[config.mk]
export PLATFORM = sky130hd
export DESIGN_NAME = qos_byte_striper
export DESIGN_NICKNAME = d
export VERILOG_FILES = /design/src/rtl/qos_pkg.sv /design/src/rtl/qos_narrow_mux.sv /design/src/rtl/qos_byte_striper.sv
export SDC_FILE = /design/constraint.sdc
export NUM_CORES = 1
export LEC_CHECK = 0
export ABC_AREA = 0
export BUFFER_PORTS_ARGS = -buffer_cell sky130_fd_sc_hd__buf_2
export CAP_MARGIN = 20
export CORE_MARGIN = 2
export CORE_UTILIZATION = 45
export DETAILED_ROUTE_END_ITERATION = 6
export PLACE_DENSITY = 0.64
export REMOVE_ABC_BUFFERS = 1
export SLEW_MARGIN = 40
export SYNTH_ARGS = -nofsm -noshare
export SYNTH_HDL_FRONTEND = slang
export SYNTH_SLANG_ARGS = --single-unit
[constraint.sdc]
create_clock -name clk -period 2.2 [get_ports clk]
set_clock_uncertainty 0.05 [all_clocks]
set_input_delay 0.44 -clock clk [delete_from_list [all_inputs] [get_ports clk]]
set_output_delay 0.44 -clock clk [all_outputs]
set_load 0.05 [all_outputs]
[src/rtl/qos_pkg.sv]
// Shared defaults and striping FSM state encoding for the QoS byte striper.
package qos_pkg;

   localparam int DEF_WORD_W   = 32;
   localparam int DEF_BYTE_W   = 8;
   localparam int DEF_NARROW_W = 7;

   typedef enum logic {
      IDLE  = 1'b0,
      SHIFT = 1'b1
   } state_t;

endpackage

[src/rtl/qos_narrow_mux.sv]
// Registered 2:1 narrow channel mux; the valid flag marks cycles where out_7 was refreshed.
module qos_narrow_mux
   import qos_pkg::*;
#(
   parameter int NARROW_W = DEF_NARROW_W
) (
   input  logic                clk,
   input  logic                reset_L,
   input  logic                enb,
   input  logic [NARROW_W-1:0] in_1,
   input  logic [NARROW_W-1:0] in_2,
   input  logic                selector,
   output logic [NARROW_W-1:0] out_7,
   output logic                out_7_valid
);

   always_ff @(posedge clk) begin
      if (!reset_L) begin
         out_7       <= '0;
         out_7_valid <= 1'b0;
      end else if (enb) begin
         out_7       <= selector ? in_2 : in_1;
         out_7_valid <= 1'b1;
      end else begin
         out_7_valid <= 1'b0;
      end
   end

endmodule

[src/rtl/qos_byte_striper.sv]
// Stripes a wide word onto a byte lane MSB first, with a one-entry skid for back-to-back loads,
// alongside a registered narrow pass-through mux.
module qos_byte_striper
   import qos_pkg::*;
#(
   parameter int WORD_W   = DEF_WORD_W,
   parameter int BYTE_W   = DEF_BYTE_W,
   parameter int NARROW_W = DEF_NARROW_W
) (
   input  logic                clk,
   input  logic                reset_L,
   input  logic                ENB,
   input  logic [NARROW_W-1:0] in_1,
   input  logic [NARROW_W-1:0] in_2,
   input  logic                selector,
   input  logic [WORD_W-1:0]   in_3,
   input  logic                selector3,
   output logic [NARROW_W-1:0] out_7,
   output logic                out_7_valid,
   output logic [BYTE_W-1:0]   out_8,
   output logic                out_8_valid,
   output logic [1:0]          byte_idx,
   output logic                busy,
   output logic                overflow
);

   localparam int         NBYTES   = WORD_W / BYTE_W;
   localparam logic [1:0] LAST_IDX = 2'(NBYTES - 1);

   state_t              state, state_d;
   logic [1:0]          cnt, cnt_d;
   logic [WORD_W-1:0]   shreg, shreg_d;
   logic [WORD_W-1:0]   skid_word, skid_word_d;
   logic                skid_valid, skid_valid_d;
   logic                sel3_q, sel3_d;
   logic [BYTE_W-1:0]   out_8_d;
   logic                out_8_valid_d;
   logic                overflow_d;
   logic                load_req;
   logic                drain;
   logic                direct;
   logic                start;
   logic [WORD_W-1:0]   start_word;

   qos_narrow_mux #(
      .NARROW_W (NARROW_W)
   ) u_narrow_mux (
      .clk         (clk),
      .reset_L     (reset_L),
      .enb         (ENB),
      .in_1        (in_1),
      .in_2        (in_2),
      .selector    (selector),
      .out_7       (out_7),
      .out_7_valid (out_7_valid)
   );

   assign byte_idx = cnt;
   assign busy     = (state == SHIFT);

   // A word waiting in the skid is always started before a fresh request, so a
   // request landing on the drain cycle simply refills the skid behind it.
   always_comb begin
      state_d       = state;
      cnt_d         = cnt;
      shreg_d       = shreg;
      skid_word_d   = skid_word;
      skid_valid_d  = skid_valid;
      sel3_d        = sel3_q;
      out_8_d       = out_8;
      out_8_valid_d = 1'b0;
      overflow_d    = 1'b0;
      load_req      = 1'b0;
      drain         = 1'b0;
      direct        = 1'b0;
      start         = 1'b0;
      start_word    = skid_word;

      if (ENB) begin
         sel3_d   = selector3;
         load_req = selector3 & ~sel3_q;
         drain    = skid_valid & ((state == IDLE) | (cnt == LAST_IDX));
         direct   = (state == IDLE) & ~skid_valid;

         case (state)
            IDLE: begin
               if (skid_valid) begin
                  start = 1'b1;
               end else if (load_req) begin
                  start      = 1'b1;
                  start_word = in_3;
               end
            end
            SHIFT: begin
               if (cnt != LAST_IDX) begin
                  shreg_d       = shreg << BYTE_W;
                  out_8_d       = shreg[WORD_W-BYTE_W-1 -: BYTE_W];
                  cnt_d         = cnt + 2'd1;
                  out_8_valid_d = 1'b1;
               end else if (skid_valid) begin
                  start = 1'b1;
               end else begin
                  state_d = IDLE;
               end
            end
            default: state_d = IDLE;
         endcase

         if (start) begin
            state_d       = SHIFT;
            shreg_d       = start_word;
            out_8_d       = start_word[WORD_W-1 -: BYTE_W];
            cnt_d         = 2'd0;
            out_8_valid_d = 1'b1;
         end

         if (drain) begin
            skid_valid_d = 1'b0;
         end
         if (load_req && !direct) begin
            if (!skid_valid || drain) begin
               skid_word_d  = in_3;
               skid_valid_d = 1'b1;
            end else begin
               overflow_d = 1'b1;
            end
         end
      end
   end

   always_ff @(posedge clk) begin
      if (!reset_L) begin
         state       <= IDLE;
         cnt         <= 2'd0;
         shreg       <= '0;
         skid_word   <= '0;
         skid_valid  <= 1'b0;
         sel3_q      <= 1'b0;
         out_8       <= '0;
         out_8_valid <= 1'b0;
         overflow    <= 1'b0;
      end else begin
         state       <= state_d;
         cnt         <= cnt_d;
         shreg       <= shreg_d;
         skid_word   <= skid_word_d;
         skid_valid  <= skid_valid_d;
         sel3_q      <= sel3_d;
         out_8       <= out_8_d;
         out_8_valid <= out_8_valid_d;
         overflow    <= overflow_d;
      end
   end

endmodule

==> metrics.md <==
| Metric | Value |
|---|---|
| Filler cell count | 814 |
| Worst ir drop on vdd | 0.495 mV |
| Bufs on Longest Clock Path | 2 |
| Period Utilization, post-route | 84.0% |
| DRT Wirelength | 9260 µm |
| Starting Density | 45.5% |
| Initial DRT Pass Iterations | 4 |
| Distinct cells, synth | 33 |
| Vias in the first global route | 3354 |
| Vias per cell | 5.58 |
| Worst-path clk slew | 0.08 ns |
| Overflow after GRT | 0 |
| Largest net degree at the start of global routing | 135 |
| RSZ-0062 raised after global routing | false |
| Yosys warns | 0 |
| First-pass GRT wire length | 15900 µm |
| CP max stage cell | dfxtp_1 |
| Nets | 536 |
| Core area | 8590 µm² |
| Chip height | 97.2 µm |
| Worst skew pair latency | 0.34 ns |
| Residual DRC | 0 |
| Gpl congestion | 0.746 |
| CTS tree | yes |
| CP required | 1.71 ns |
| TNS Setup | 0 ns |
| Fin crit period | 1.85 ns |
| Port bufs | 71 |
| Worst Path Class, Setup | register to output port |
| CP Cell Sequence | buf_4 -> buf_2 |
| Area of the mapped netlist | 3910 µm² |
| Post-CTS setup buffers | 0 |
| Largest delay share family, worst path | buffers and inverters |
| CP arrival | 1.36 ns |
| Number of clock sinks | 79 |
| Area Growth Syn to Fin | 17.4% |
| Routed Antenna Nets | 0 |
| Hold_buf cts | 0 |
| DP HPWL | 5860 µm |
| Htree depth | 3 |
| Crit path max fanout | 14 |
| Dpl ws | 0.221 ns |
| DR vias | 3327 |
| CP bufs+invs | 2 |
| Leakage power figure | 1.83 nW |
| Layout cells sized above 1 | 28.3% |
| Cts repair resizes | 0 |
| Pwr Total | 0.00340 W |
| I/O pin cnt | 72 |
| Cells after synthesis | 432 |
| Die footprint | 9460 µm² |
| Tot GR Track Use | 20.0% |
| Worst slew pin tran | 0.629 ns |
| Type of the most critical hold path | primary input to register |
| Final setup fails | 0 |
| Final hold slack | 0.299 ns |
| CTS Buf Count | 9 |
| Fmax | 541 MHz |
| Die Width | 97.2 µm |
| WL per Instance | 15.5 µm |
| Register area share after synthesis | 40.4% |
| Max-slew violations | 0 |
| Maxcap violations | 0 |
| Endpoints failing hold | 0 |
| Seq cells post-synth | 79 |
| Biggest cell delay along the critical path | 0.48 ns |
| Slew HR | 58.0% |
| Initial antenna violation count | 0 |
| Run status | finished, final reports clean |
| Post-Syn Area per Cell | 9.06 µm² |
| ANT cells | 0 |
| Total power divided by cell area | 741 nW/µm² |
| Worst Setup End Kind | output port |
| Rows | 34 |
| Startpoint type of the worst setup path | register |
| CTS Root Cell | clkbuf_8 |
| Final WS setup | 0.352 ns |
| First DRT Iteration DRCs | 152 |
[kinds of logic after synthesis]
| group | after synthesis | share of synthesized area [%] |
|---|---|---|
| AO/OA/AOI/OAI | 73 | 16.7 |
| adder cells (fa/ha/maj) | 1 | 0.320 |
| buffers and inverters | 47 | 5.24 |
| flip-flops | 79 | 40.4 |
| multiplexers | 48 | 12.9 |
| AND/OR/NAND/NOR | 184 | 24.4 |
[registers in the layout, summed over array words and instances (netlist names)]
signal	count
u_narrow_mux.out_7	7
skid_valid	1
overflow	1
out_8_valid	1
sel3_q	1
shreg	24
busy	1
skid_word	32
byte_idx	2
out_8	8
u_narrow_mux.out_7_valid	1
[worst register-to-register path, stage by stage, from the launching register on]
cell	delay [ns]
dfxtp_1	0.39
or4b_4	0.67
buf_4	0.27
o221ai_1	0.19
o221ai_1	0.14
[metrics by stage]
stage | instances | cell area [µm²] | utilization [%]
after CTS | 596 | 4590 | 53.5
after global routing | 596 | 4590 | 53.5
after detailed placement | 581 | 4380 | 51.0
final | 596 | 4590 | 53.5
after global placement | 580 | 4370 | 50.9
after floorplan | 387 | 3710 | -
[cells in the mapped netlist]
cell / instances / area (µm²)
or3_1: 1 / 6.26
buf_6: 3 / 33.8
nand3b_1: 1 / 7.51
nand2b_1: 26 / 163
dfxtp_1: 79 / 1580
clkbuf_1: 34 / 128
nand2_1: 97 / 364
or3b_2: 24 / 210
mux2_4: 4 / 60.1
nor2b_1: 3 / 18.8
or4b_4: 1 / 13.8
mux2i_1: 40 / 400
a21boi_0: 3 / 22.5
o221ai_1: 48 / 420
and4_1: 1 / 8.76
o31a_1: 1 / 8.76
nor3b_1: 2 / 15.0
clkinv_1: 1 / 3.75
nand3_1: 24 / 120
buf_1: 3 / 11.3
buf_2: 5 / 25.0
nor2_1: 1 / 3.75
o31ai_1: 2 / 15.0
a32o_1: 8 / 80.1
a211oi_2: 1 / 12.5
o21a_1: 1 / 7.51
ha_1: 1 / 12.5
and2_1: 2 / 12.5
mux2_2: 4 / 45.0
and4b_1: 1 / 10.0
o211a_1: 7 / 70.1
inv_1: 1 / 3.75
a31o_2: 2 / 17.5
[path summary, 6_finish.rpt]
check | start | to | slack [ns] | cells past startpoint
min reg2reg | skid_word[23]$_SDFFE_PN0P_ | skid_word[23]$_SDFFE_PN0P_ | 0.40 | 2
min | in_3[26] | skid_word[26]$_SDFFE_PN0P_ | 0.30 | 3
max reg2reg | busy$_SDFFE_PN0P_ | out_8[4]$_SDFFE_PN0P_ | 0.36 | 4
max | busy$_SDFFE_PN0P_ | busy | 0.35 | 2
[placed cells by master (no fill, tap or decap), types with 2 or more instances in the layout]
master,instances
clkbuf_8,10
nor3b_1,2
or3b_2,24
nand3_1,24
buf_2,70
and2_1,2
nor2b_1,2
bufinv_16,2
mux2_4,4
nand2b_1,26
a32o_1,8
a21boi_0,3
buf_4,13
o211a_1,7
mux2i_1,40
clkinv_2,2
buf_12,3
dfxtp_1,79
nand2_1,97
mux2_2,4
o221ai_1,48
a31o_2,2
[routing by layer]
layer	routed length [µm]	vias up	share of wire, %	GRT usage, %
met1	4390	1574	47	26.4
met2	4290	78	46	32.5
met5	0	-	0	0
met4	62	0	0.67	3.85
li1	-	1668	-	-
met3	514	7	5.6	6.62
[area by class of cell]
cell class | count | area (µm²) | share of cell area, %
multi-input cells | 306 | 2150 | 46.8
repair buffers | 86 | 508 | 11.1
flip-flops and latches | 79 | 1580 | 34.4
well taps | 108 | 135 | 2.94
clock inverters | 4 | 70.1 | 1.53
inverters | 2 | 7.51 | 0.163
clock buffers | 11 | 141 | 3.08
[where the power goes]
| part | switching, W | internal, W |
|---|---|---|
| Sequential | 0.0000608 | 0.00152 |
| Clock | 0.000514 | 0.000661 |
| Combinational | 0.000389 | 0.000257 |
(Power assumes the default switching activity.)
